## src/rtl/rv32_pkg.sv

```systemverilog
// rv32_pkg: shared fetch-stage types and constants.
package rv32_pkg;
    localparam int FETCH_FIFO_DEPTH = 2;
    typedef enum logic [1:0] {IDLE, RUN, DRAIN} fetch_state_e;
    typedef struct packed {
        logic [31:0] instr;
        logic [31:0] pc;
    } fetch_entry_t;
endpackage

```

## src/rtl/fetch_fifo.sv

```systemverilog
// fetch_fifo: two-entry {instr, pc} buffer with push, pop and flush.
module fetch_fifo
    import rv32_pkg::*;
(
    input  logic         clk_i,
    input  logic         rst_ni,
    input  logic         push_i,
    input  logic         pop_i,
    input  logic         flush_i,
    input  fetch_entry_t entry_i,
    output fetch_entry_t head_o,
    output logic [1:0]   count_o
);
    fetch_entry_t mem [FETCH_FIFO_DEPTH];
    logic wr_ptr, rd_ptr;
    always_ff @(posedge clk_i or negedge rst_ni) begin
        if (!rst_ni) begin
            wr_ptr  <= 1'b0;
            rd_ptr  <= 1'b0;
            count_o <= '0;
        end else if (flush_i) begin
            wr_ptr  <= 1'b0;
            rd_ptr  <= 1'b0;
            count_o <= '0;
        end else begin
            wr_ptr  <= wr_ptr ^ push_i;
            rd_ptr  <= rd_ptr ^ pop_i;
            count_o <= count_o + {1'b0, push_i} - {1'b0, pop_i};
        end
    end
    // Payload needs no reset: it is only observed while count_o is nonzero.
    always_ff @(posedge clk_i) begin
        if (push_i && !flush_i) mem[wr_ptr] <= entry_i;
    end
    assign head_o = mem[rd_ptr];
endmodule

```

## src/rtl/fetch_unit.sv

```systemverilog
// fetch_unit: instruction fetch with two-deep buffer, redirect flush and
// draining of responses that belong to abandoned requests.
module fetch_unit
    import rv32_pkg::*;
#(
    parameter logic [31:0] BOOT_ADDR  = 32'h0000_0000,
    parameter int          FIFO_DEPTH = 2
) (
    input  logic        clk_i,
    input  logic        rst_ni,
    output logic        imem_req_o,
    output logic [31:0] imem_addr_o,
    input  logic        imem_gnt_i,
    input  logic        imem_rvalid_i,
    input  logic [31:0] imem_rdata_i,
    input  logic        redirect_i,
    input  logic [31:0] redirect_pc_i,
    output logic        instr_valid_o,
    input  logic        instr_ready_i,
    output logic [31:0] instr_o,
    output logic [31:0] pc_o,
    output logic [6:0]  opcode_o,
    output logic [2:0]  funct3_o,
    output logic [6:0]  funct7_o
);
    fetch_state_e state, state_n;
    logic [31:0]  fetch_pc, resp_pc, redirect_base;
    logic [1:0]   outstanding, discard_cnt, discard_n, fifo_count;
    logic         grant, push, pop, unused_redirect_lsbs;
    fetch_entry_t head;

    assign redirect_base        = {redirect_pc_i[31:2], 2'b00};
    assign unused_redirect_lsbs = ^redirect_pc_i[1:0];
    // In-flight plus buffered never exceeds the buffer size, so a push always has room.
    assign imem_req_o    = state == RUN && !redirect_i &&
                           ({1'b0, outstanding} + {1'b0, fifo_count} < 3'(FIFO_DEPTH));
    assign imem_addr_o   = fetch_pc;
    assign grant         = imem_req_o && imem_gnt_i;
    assign push          = imem_rvalid_i && state == RUN && !redirect_i;
    assign instr_valid_o = fifo_count != 2'd0 && !redirect_i;
    assign pop           = instr_valid_o && instr_ready_i;
    assign discard_n     = outstanding - {1'b0, imem_rvalid_i};

    always_comb begin
        state_n = redirect_i ? (discard_n != 2'd0 ? DRAIN : RUN) :
                  state == DRAIN ? (imem_rvalid_i && discard_cnt == 2'd1 ? RUN : DRAIN) : RUN;
    end

    always_ff @(posedge clk_i or negedge rst_ni) begin
        if (!rst_ni) begin
            state       <= IDLE;
            fetch_pc    <= BOOT_ADDR;
            resp_pc     <= BOOT_ADDR;
            outstanding <= '0;
            discard_cnt <= '0;
        end else begin
            state       <= state_n;
            fetch_pc    <= redirect_i ? redirect_base : grant ? fetch_pc + 32'd4 : fetch_pc;
            resp_pc     <= redirect_i ? redirect_base : push ? resp_pc + 32'd4 : resp_pc;
            outstanding <= outstanding + {1'b0, grant} - {1'b0, imem_rvalid_i};
            discard_cnt <= redirect_i ? discard_n :
                           (state == DRAIN && imem_rvalid_i) ? discard_cnt - 2'd1 : discard_cnt;
        end
    end

    fetch_fifo u_fifo (
        .clk_i   (clk_i),
        .rst_ni  (rst_ni),
        .push_i  (push),
        .pop_i   (pop),
        .flush_i (redirect_i),
        .entry_i ('{instr: imem_rdata_i, pc: resp_pc}),
        .head_o  (head),
        .count_o (fifo_count)
    );

    assign instr_o  = head.instr;
    assign pc_o     = head.pc;
    assign opcode_o = head.instr[6:0];
    assign funct3_o = head.instr[14:12];
    assign funct7_o = head.instr[31:25];
endmodule

```

## config.mk

```make
export PLATFORM = sky130hd
export DESIGN_NAME = fetch_unit
export DESIGN_NICKNAME = d
export VERILOG_FILES = /design/src/rtl/rv32_pkg.sv /design/src/rtl/fetch_fifo.sv /design/src/rtl/fetch_unit.sv
export SDC_FILE = /design/constraint.sdc
export NUM_CORES = 1
export LEC_CHECK = 0
export BUFFER_PORTS_ARGS = -buffer_cell sky130_fd_sc_hd__buf_2
export CORE_MARGIN = 8
export CORE_UTILIZATION = 40
export CTS_CLUSTER_SIZE = 20
export DETAILED_ROUTE_END_ITERATION = 8
export PLACE_DENSITY = 0.73
export SYNTH_ARGS = -nofsm -noshare
export SYNTH_HDL_FRONTEND = slang
export SYNTH_SLANG_ARGS = --single-unit
```

## constraint.sdc

```tcl
create_clock -name clk_i -period 3.35 [get_ports clk_i]
set_input_delay 0.1675 -clock clk_i [delete_from_list [all_inputs] [get_ports clk_i]]
set_output_delay 0.1675 -clock clk_i [all_outputs]
set_load 0.01 [all_outputs]
```

# ---- Word level (Yosys, flattened, before mapping)
# Memories as Yosys holds them, arrays and structs flattened.
# Cells that the tools add are included.
dict set report word_totals {
  reg_bits 74
  ramBits 128
  in_bits 70
  out_inout_bits 115
  elab_cells 55
  mem_count 1
}
dict set report classes {
  add_sub_neg 9
  n_lt_le_gt_ge 1
  eq_ne 3
  muxes 15
  n_bitwise 2
  reduce_logical 16
}
# memory words word_bits rd rd_ports_with_merged_regs write_ports line
set mem_list {}
lappend mem_list {u_fifo.mem 2 64 1 0 1 fetch_fifo.sv:14} ;# fetch_entry_t mem [FETCH_FIFO_DEPTH];
# op count
set op_table {}
lappend op_table {{$mux W32} 4}
lappend op_table {{$add A32 B3 Y32 const B} 2}
lappend op_table {{$mux W2} 7}
lappend op_table {{$logic_and A1 B1 Y1} 10}
lappend op_table {{$reduce_bool A2 Y1} 5}
lappend op_table {{$sub A2 B1 Y2} 3}
lappend op_table {{$add A2 B1 Y2} 2}
lappend op_table {{$eq A2 B1 Y1 const B} 2}
lappend op_table {{$mux W1} 4}
lappend op_table {{$add A2 B2 Y3} 1}
lappend op_table {{$lt A3 B2 Y1 const B} 1}
lappend op_table {{$eq A2 B2 Y1 const B} 1}
lappend op_table {{$sub A2 B1 Y2 const B} 1}
lappend op_table {{$xor A1 B1 Y1} 2}
lappend op_table {{$logic_not A1 Y1} 1}

# ---- Depth between registers and ports, before layout
# Gate-level depths: netlist of run 1.
dict set report depth {
  word_depth 6
  ltp_mapped 12
  mapped_depth_nobuf 11
}

# ---- Cells and area by module
# A second synthesis of run 1 with hierarchy kept.
dict set report unflattened {
  cells_unflattened 610
  area_unflattened_um2 8948.6
}
# module n_inst cells_each area_each_um2 seq_area_each_um2
set by_module_without_submodules {}
lappend by_module_without_submodules {fetch_fifo 1 216 5031.1 3943.8}
lappend by_module_without_submodules {fetch_unit 1 394 3917.5 1651.6}

# ---- Worst setup path before layout of run 1
# No wires, ideal clock.
dict set report synth_timing {
  path_kind {input -> register}
  start {in redirect_i}
  end {mem u_fifo.mem[1][10] (netlist bit), enable pin}
  setup_time_ns 0.427
  arrival_ns 2.390
  required_ns 2.923
  slack_ns 0.533
  stages 5
  path_buffers 3
  cell_sequence {buf_6 > clkbuf_1 > clkbuf_1 > nor2_1 > ha_1}
}
dict set report synth_between {
  elab_chain_cells 5
}
# element line
set synth_lines {}
lappend synth_lines {{from (decl)} fetch_unit.sv:16} ;# input logic redirect_i,
lappend synth_lines {{$logic_not A1 Y1 *} {fetch_fifo.sv:33, fetch_unit.sv:39}}
lappend synth_lines {{$logic_and A1 B1 Y1} fetch_unit.sv:39} ;# assign push = imem_rvalid_i && state == RUN && !redirect_i;
lappend synth_lines {{$logic_and A1 B1 Y1 *} fetch_fifo.sv:33} ;# if (push_i && !flush_i) mem[wr_ptr] <= entry_i;
lappend synth_lines {{$mux W1 *} fetch_fifo.sv:33}
lappend synth_lines {{$mux W1 (implied by the code) *} fetch_fifo.sv:33}
lappend synth_lines {{to (decl)} fetch_fifo.sv:14}
# Every way passes the cells marked *; elsewhere a longest branch is shown, timed or not.

# ---- Final worst setup path of run 1
dict set report layout_timing {
  start {reg outstanding[0]}
  end {reg outstanding[1]}
}
dict set report layout_between {
  elab_chain_cells 6
}
# element line
set layout_lines {}
lappend layout_lines {{from (decl)} fetch_unit.sv:28} ;# logic [1:0] outstanding, discard_cnt, discard_n, fifo_count;
lappend layout_lines {{from (signal assigned)} fetch_unit.sv:60} ;# outstanding <= outstanding + {1'b0, grant} - {1'b0, imem_rvalid_i};
lappend layout_lines {{$add A2 B2 Y3} fetch_unit.sv:36} ;# ({1'b0, outstanding} + {1'b0, fifo_count} < 3'(FIFO_DEPTH));
lappend layout_lines {{$lt A3 B2 Y1} fetch_unit.sv:36}
lappend layout_lines {{$logic_and A1 B1 Y1} fetch_unit.sv:35} ;# assign imem_req_o = state == RUN && !redirect_i &&
lappend layout_lines {{$logic_and A1 B1 Y1} fetch_unit.sv:38} ;# assign grant = imem_req_o && imem_gnt_i;
lappend layout_lines {{$add A2 B1 Y2 *} fetch_unit.sv:60}
lappend layout_lines {{$sub A2 B1 Y2 *} fetch_unit.sv:60}
# Marks and branches as above.
# A chain may end at the register's enable or synchronous reset.

==> results of run 1 <==
state kept, by name (all words and copies together), names as in the netlist, 2 cells and up:
register	cells
u_fifo.mem	124
imem_addr_o	30
resp_pc	30
discard_cnt	2
outstanding	2
state	2
u_fifo.count_o	2
cells in the mapped netlist, types with 2 or more instances:
library cell,instances
edfxtp_1,124
dfrtp_1,70
mux2_2,63
nand2_1,50
o21ai_0,42
nand3_1,29
xnor2_1,29
nor2_1,23
buf_4,21
nand4_1,21
inv_1,19
clkbuf_1,18
nor3_1,13
o211ai_1,13
ha_1,10
o311ai_0,10
nor4_1,9
a21oi_1,8
and2_1,8
and3_1,8
xor2_1,8
and4_1,5
a21boi_0,3
a31oi_1,3
mux2i_1,3
nand2b_1,3
o31a_1,3
a221o_1,2
a41oi_1,2
buf_2,2
buf_6,2
nor2b_1,2
or3_1,2
or4_1,2
where the power goes:
part           leakage, nW  total, mW  internal, mW  switching [mW]
logic                 1.88      0.976         0.453           0.523
clock network        0.267       1.94          1.04           0.908
registers             1.97       2.95          2.75           0.198
total                 4.12       5.87          4.24            1.63
logic make-up after synthesis:
logic type,Yosys count
multiplexers,66
AO/OA/AOI/OAI,89
buffers and inverters,65
other,1
XOR/XNOR,37
AND/OR/NAND/NOR,183
flip-flops,194
adder cells (fa/ha/maj),11
layer usage:
layer  wire (µm)  vias up
li1            -     2795
met4         363        0
met1        9450     2905
met5           0        -
met2        9570      225
met3        1570       24
metrics by stage:
step | hold slack (ns) | utilization [%]
2_1_floorplan | -0.128 | -
3_3_place_gp | 0.355 | 45.9
3_5_place_dp | 0.359 | 45.9
4_1_cts | 0.00374 | 50.5
5_1_grt | 0.0136 | 50.5
6_report | 0.00656 | 50.5
worst register-to-register path: stages, from the launching register on:
cell and delay (ns):
dfrtp_1 0.38, inv_1 0.08, nor2_1 0.05, fa_1 0.46
or4b_4 0.58, nor2_8 0.16, inv_4 0.14, ha_1 0.31
inv_1 0.04, ha_1 0.18, xnor2_1 0.18, xnor2_1 0.14
cell usage in the layout (no fill, tap or decap), types with 9 or more instances in the layout:
| master | netlist | layout |
|---|---|---|
| buf_2 | 2 | 178 |
| mux2_2 | 63 | 63 |
| nor4_1 | 9 | 9 |
| edfxtp_1 | 124 | 124 |
| inv_1 | 19 | 19 |
| xnor2_1 | 29 | 29 |
| o211ai_1 | 13 | 13 |
| nand2_1 | 50 | 50 |
| nor2_1 | 23 | 23 |
| nor3_1 | 13 | 13 |
| clkbuf_16 | 0 | 17 |
| nand3_1 | 29 | 29 |
| nand4_1 | 21 | 21 |
| dfrtp_1 | 70 | 69 |
| o21ai_0 | 42 | 42 |
| o311ai_0 | 10 | 10 |
| dlygate4sd3_1 | 0 | 41 |
final cells by class:
cell class	instances	area share [%]
Sequential cell	194	51.6
Multi-Input combinational cell	390	26.0
Timing Repair Buffer	228	13.2
Clock buffer	18	4.04
Tap cell	275	3.24
Clock inverter	14	1.20
Inverter	21	0.766
timing repair:
| action | in CTS | in global routing |
|---|---|---|
| buffers inserted | 0 | 0 |
| endpoints found under the hold margin | 112 | 0 |
| hold buffers | 41 | 0 |
how the worst min path moves through the flow:
stage / startpoint / endpoint / slack, ns / depth (start not counted)
4_1_cts: redirect_pc_i[22] / resp_pc[22] / 0.004 / 3
3_3_place_gp: imem_rdata_i[17] / u_fifo.mem[1][49] / 0.36 / 1
3_5_place_dp: imem_rdata_i[3] / u_fifo.mem[0][35] / 0.36 / 1
5_1_grt: redirect_pc_i[23] / resp_pc[23] / 0.01 / 3
6_report: redirect_pc_i[18] / resp_pc[18] / 0.007 / 3
2_1_floorplan: rst_ni / discard_cnt[0] / -0.13 / 0
==> results.md, run 1 <==
* Drt first pass iters at 5
* Final WL at 21000 µm
* Fin cells at 1140
* Tot Pwr at 5.87 mW
* Vias per Instance at 5.22
* Synth warnings at 0
* Worst reg2reg endpoint: outstanding[1]
* Pin count of the biggest net entering global routing at 70
* Synth Area in Compound Gates at 6.61%
* Period utilization at 83.0%
* Register area share after synthesis at 64.0%
* Synth Area in Adders at 1.70%
* Post-DP HPWL at 14500 µm
* Critical path peak fanout at 28
* Vias in the first global route at 5947
* Final setup vio count at 0
* CTS tree: built
* Worst Setup EP: outstanding[1]
* Slew headroom at 28.8%
* Area after DPL at 0.00966 mm²
* First-pass GRT wire length at 33200 µm
* DRC Markers at 0
* Antenna cells at 0
* Die height at 162 µm
* I/O pins at 185
* GP Congestion at 0.842
* Die area at 0.0263 mm²
* Mux cell area share after synthesis at 8.64%
* # fillers at 1820
* Buf+Inv Stages, Crit Path at 3
* Row count at 53
* Initial DRC count at 300
* Multi-input gate area at 0.00276 mm²
* Crit-path max cell delay at 0.58 ns
* Startpoint Class: flop
* Routed WL per cell at 18.4 µm
* Kind of critical path: flop to flop
* Worst hold path type: input pin to flop
* Clock sink total at 194
* Largest cells by area after synthesis: edfxtp_1 (43%), dfrtp_1 (20%), mux2_2 (8.3%)
* Met3 GRT Util at 4.25%
* FF-to-FF Start: outstanding[0]
* Worst slew pin tran at 1.06 ns
* Clock transition at the registers of the reported paths at 0.07 ns
* Maximum vdd drop at 344 µV
* CORE AREA at 0.0210 mm²
* Antenna viol nets, final at 0
* Initial antenna violation count at 0
* Unique masters post-synth at 50
* Post-synth top area share at 43.5%
* DP Cell Count at 1067
* Layout cell share with drive strength beyond 1 at 33.4%
* Clock skew at 0.0145 ns
* Setup crit end kind: flop
* Fmax at 0.360 GHz
* Nets at 933
* Largest family of logic cells by synthesized area: simple AND/OR/NAND/NOR gates
* Crit path cell chain: inv_1, nor2_1, fa_1, or4b_4, nor2_8, inv_4, ha_1, inv_1, ha_1, xnor2_1, xnor2_1
* Final Max Tran Viols at 0
* Top Usage Layer GRT: met2
* Num CTS Buffers at 17
* Post-Synth XOR/XNOR Area at 3.79%
* H-tree depth at 4
* WP data arrival at 3.14 ns
* Gr ovfl total at 0
* P&R area growth vs syn at 24.1%
* RSZ-0062 raised after global routing: no
* Die Wd at 162 µm
* Mapped Cells at 646
* Worst path slowest cell: or4b_4
* CTS root buf: clkbuf_16
* Reg-to-reg setup timing slack at 0.57 ns
* Global-route met1 utilization at 21.8%
* Critical Path RT at 3.71 ns
* Pleak at 4.12 nW
* Design area at 0.0106 mm²
* Post-Place Worst Slack at 0.578 ns
* I/O Buffers at 178
* Synth Area in Simple Gates at 11.3%
* Longest Clk Path Bufs at 2
* Pwr dens at 552 mW/mm²
* Flops & latches, synth at 194
* Fin Setup TNS at 0 ns
* Syn avg cell area at 13.3 µm²
* Min Tclk post-route at 2.78 ns
* Clock latency on the worst-skew pair at 0.43 ns
* M2 GR Usage at 24.4%
* Total GRT Usage at 16.1%
* Storage cell area at 0.00548 mm²
* Final Worst Setup Slack at 0.568 ns
* FFs w/ async S/R, synth at 36.1%
* Number of synthesized flops with an enable pin at 124
* Post-synth top flop: edfxtp_1
* Syn Std Cell Area at 0.00856 mm²
* Status: completed
* CP startpoint: outstanding[0]
* Levels on crit path at 11
* Maxcap violations at 0
* Gates resized, CTS repair at 0
* Vias at 5949
* Final Hold Vio Count at 0
* Yosys top cell by area: edfxtp_1
* Initial Util at 40.7%
* R2R depth at 11
* Cell family with most CP delay: adder cells
No activity file was read; power rests on OpenSTA's default activity.
==> inputs of run 2 (changes only) <==
- ABC_AREA: not set -> 1
- PLACE_DENSITY: 0.73 -> 0.74
- clock period: 3.35 -> 2.5 ns (I/O delays scaled with it)
==> run 2 against run 1 <==
  * Setup slack lost 0.24 ns
  * Non-clock buffer count up 10
  * Register-to-register slack worse by 0.24 ns
  * Global-route usage is 1.6 points higher
  * Clock skew is 0.0060 ns lower
  * Combinational power grew 110%
  * Power rose by 53%
  * Critical path depth unchanged
  * First-iteration DRC count rose by 73%
  * Area after synthesis increased by 11%
  * Synthesized cell count increased by 70%
  * Largest power group unchanged
==> results.md, run 2 <==
* Post-synth top area share at 39.1% (-4.4 points)
* Largest cells by area after synthesis: edfxtp_1 (39%), dfrtp_1 (18%), nand2_1 (18%)
* CORE AREA at 0.0234 mm² (+11%)
* Status: completed
* I/O pins at 185 (unchanged)
* Post-DP HPWL at 18200 µm (+25%)
* RSZ-0062 raised after global routing: no
* Yosys top cell by area: edfxtp_1
* First-pass GRT wire length at 40600 µm (+22%)
* Pwr dens at 765 mW/mm² (+39%)
* Most common cell in the netlist: nand2_1
* Syn avg cell area at 8.70 µm² (-34%)
* H-tree depth at 4 (unchanged)
* Post-Synth XOR/XNOR Area at 2.02% (-1.8 points)
* Min Tclk post-route at 2.17 ns (-0.612 ns)
* Layout cell share with drive strength beyond 1 at 19.5% (-14 points)
* Design area at 0.0118 mm² (+11%)
* CTS tree: built
* Synth Area in Simple Gates at 28.6% (+17 points)
* GP Congestion at 0.924 (+9.8%)
* P&R area growth vs syn at 23.4%
* Initial DRC count at 519 (+73%)
* Antenna viol nets, final at 0 (unchanged)
* Synth Area in Compound Gates at 3.32% (-3.3 points)
* DRC Markers at 0 (unchanged)
* Nets at 1389 (+49%)
* Drt first pass iters at 5 (unchanged)
* Routed WL per cell at 15.5 µm (-15%)
* Post-synth top flop: edfxtp_1
* Worst hold path type: input pin to flop
* Most frequent cells in the layout: nand2_1 (459), buf_2 (178), edfxtp_1 (124)
* Die height at 170 µm (+4.9%)
* Flops & latches, synth at 194 (unchanged)
* Final Worst Setup Slack at 0.331 ns (-0.238 ns)
* Buf+Inv Stages, Crit Path at 2 (-1)
* Num CTS Buffers at 17 (unchanged)
* Most common cell after layout, fill and taps aside: nand2_1
* Maxcap violations at 0 (unchanged)
* Largest family of logic cells by synthesized area: simple AND/OR/NAND/NOR gates
* Fmax at 0.461 GHz (+28%)
* Crit-path max cell delay at 0.43 ns (-0.15 ns)
* Worst slew pin tran at 0.721 ns (-0.344 ns)
* Antenna cells at 0 (unchanged)
* Slew headroom at 52.0% (+23 points)
* Gr ovfl total at 0 (unchanged)
* Clock transition at the registers of the reported paths at 0.07 ns (about the same)
* Crit path cell chain: nand2_1, inv_1, fa_1, nor2_1, nand2_1, nor2_4, nand2_4, ha_1, inv_1, ha_1, xnor2_1
* Synth cell count leaders: nand2_1 (459), edfxtp_1 (124), inv_1 (96)
* Worst path slowest cell: fa_1
* Tot Pwr at 8.99 mW (+53%)
* # fillers at 2131 (+17%)
* Pin count of the biggest net entering global routing at 71 (+1.4%)
* Longest Clk Path Bufs at 2 (unchanged)
* CTS root buf: clkbuf_16
* Kind of critical path: flop to flop
* Unique masters post-synth at 32 (-36%)
* Synth Area in Adders at 1.52% (-0.17 points)
* Pleak at 5.30 nW (+29%)
* Gates resized, CTS repair at 0 (unchanged)
* Initial Util at 40.7% (about the same)
* Period utilization at 86.8% (+3.7 points)
* Final Max Tran Viols at 0 (unchanged)
* DP Cell Count at 1562 (+46%)
* Number of synthesized flops with an enable pin at 124 (unchanged)
* Row count at 56 (+5.7%)
* Syn Std Cell Area at 0.00953 mm² (+11%)
* Clock skew at 0.00855 ns (-0.00600 ns)
* Total GRT Usage at 17.7% (+1.6 points)
* WP data arrival at 2.49 ns (-0.65 ns)
* Maximum vdd drop at 497 µV (+45%)
* Largest Register: u_fifo.mem
* Synth warnings at 0 (unchanged)
* Final WL at 25500 µm (+22%)
* Startpoint Class: flop
* Mux cell area share after synthesis at 0% (-8.6 points)
* Critical path peak fanout at 13 (-54%)
* Register area share after synthesis at 57.5% (-6.5 points)
* Initial antenna violation count at 0 (unchanged)
* Die area at 0.0290 mm² (+10%)
* Clock sink total at 194 (unchanged)
* Clock latency on the worst-skew pair at 0.43 ns (about the same)
* FFs w/ async S/R, synth at 36.1% (unchanged)
* I/O Buffers at 178 (unchanged)
* Post-CTS Setup Bufs at 0 (unchanged)
* Post-Place Worst Slack at 0.323 ns (-0.255 ns)
* Cell family with most CP delay: adder cells
* Vias per Instance at 4.82 (-7.7%)
* Setup crit end kind: flop
* Die Wd at 170 µm (+4.9%)
* Fin cells at 1640 (+44%)
* Max FFs per register at 124 (unchanged)
* Vias at 7898 (+33%)
* Critical Path RT at 2.82 ns (-0.89 ns)
* Final Hold Vio Count at 0 (unchanged)
* Final setup vio count at 0 (unchanged)
* Vias in the first global route at 7937 (+33%)
* Mapped Cells at 1095 (+70%)
* Area after DPL at 0.0107 mm² (+11%)
[run 2: changes by cell type after synthesis, moves of 15 or more]
cell	previous run	this run
nand2_1	50	459
inv_1	19	96
mux2_2	63	0
nor2_1	23	83
nand3_1	29	76
xnor2_1	29	7
o21ai_0	42	27
[run 2: final cells by class]
type,instances,area [µm²],share of cell area (%)
tap,319,399,3.40
clock buffer,19,433,3.68
inverter,106,398,3.39
clock inverter,13,155,1.32
timing repair buffer,238,1490,12.7
multi-input combinational,751,3390,28.9
sequential,194,5480,46.6
[run 2: per-layer routing]
metal | vias up | global-route usage [%] | part of all wire (%)
li1 | 3900 | - | -
met1 | 3683 | 22.7 | 45
met2 | 283 | 29.3 | 46
met3 | 32 | 4.22 | 7.8
met4 | 0 | 5.11 | 1.4
met5 | - | 0 | 0
[run 2: worst reg2reg max path, cell delays in order (launching register included)]
cell     delay (ns)
dfrtp_1        0.41
nand2_1        0.08
inv_1          0.05
fa_1           0.43
nor2_1         0.09
nand2_1        0.09
nor2_4         0.12
nand2_4        0.15
ha_1           0.32
inv_1          0.04
ha_1           0.17
xnor2_1        0.12
[run 2: final timing paths]
kind                                   startpoint           endpoint  slack [ns]  cells after the start
worst max-delay path               outstanding[0]     outstanding[1]        0.33                     11
worst min-delay path            redirect_pc_i[26]        resp_pc[26]       0.006                      3
worst max register to register     outstanding[0]     outstanding[1]        0.33                     11
worst min register to register        resp_pc[31]  u_fifo.mem[1][31]        0.53                      0
max in group asynchronous                  rst_ni      u_fifo.rd_ptr        1.92                      3
min in group asynchronous                  rst_ni        resp_pc[22]        0.23                      3
[run 2: repair_timing]
item                       in CTS  in global routing
setup endpoints to repair       0                  0
hold endpoints to repair      152                  0
hold buffers                   46                  0
[run 2: power by group]
| part | total (mW) | internal, mW | switching [mW] |
|---|---|---|---|
| logic | 2.08 | 0.769 | 1.31 |
| clock network | 2.71 | 1.49 | 1.22 |
| registers | 4.20 | 3.81 | 0.386 |
[run 2: logic make-up (layout without fill, tap and decap cells)]
logic type,Yosys count,count (layout)
buffers and inverters,153,376
and+or+nand+nor,658,658
DFF,194,194
xor gates and xnor gates,22,22
adders and majority gates,11,11
AOI/OAI and AO/OA,56,56
other,1,4
[run 2: per-stage QoR]
step / hold slack [ns] / setup TNS, ns / util, %
6_report: 0.00640 / 0 / 50.2
5_1_grt: 0.00378 / 0 / 50.2
4_1_cts: 0.000981 / 0 / 50.2
3_5_place_dp: 0.182 / 0 / 45.7
3_3_place_gp: 0.182 / 0 / 45.7
2_1_floorplan: -0.171 / -55.09 / -
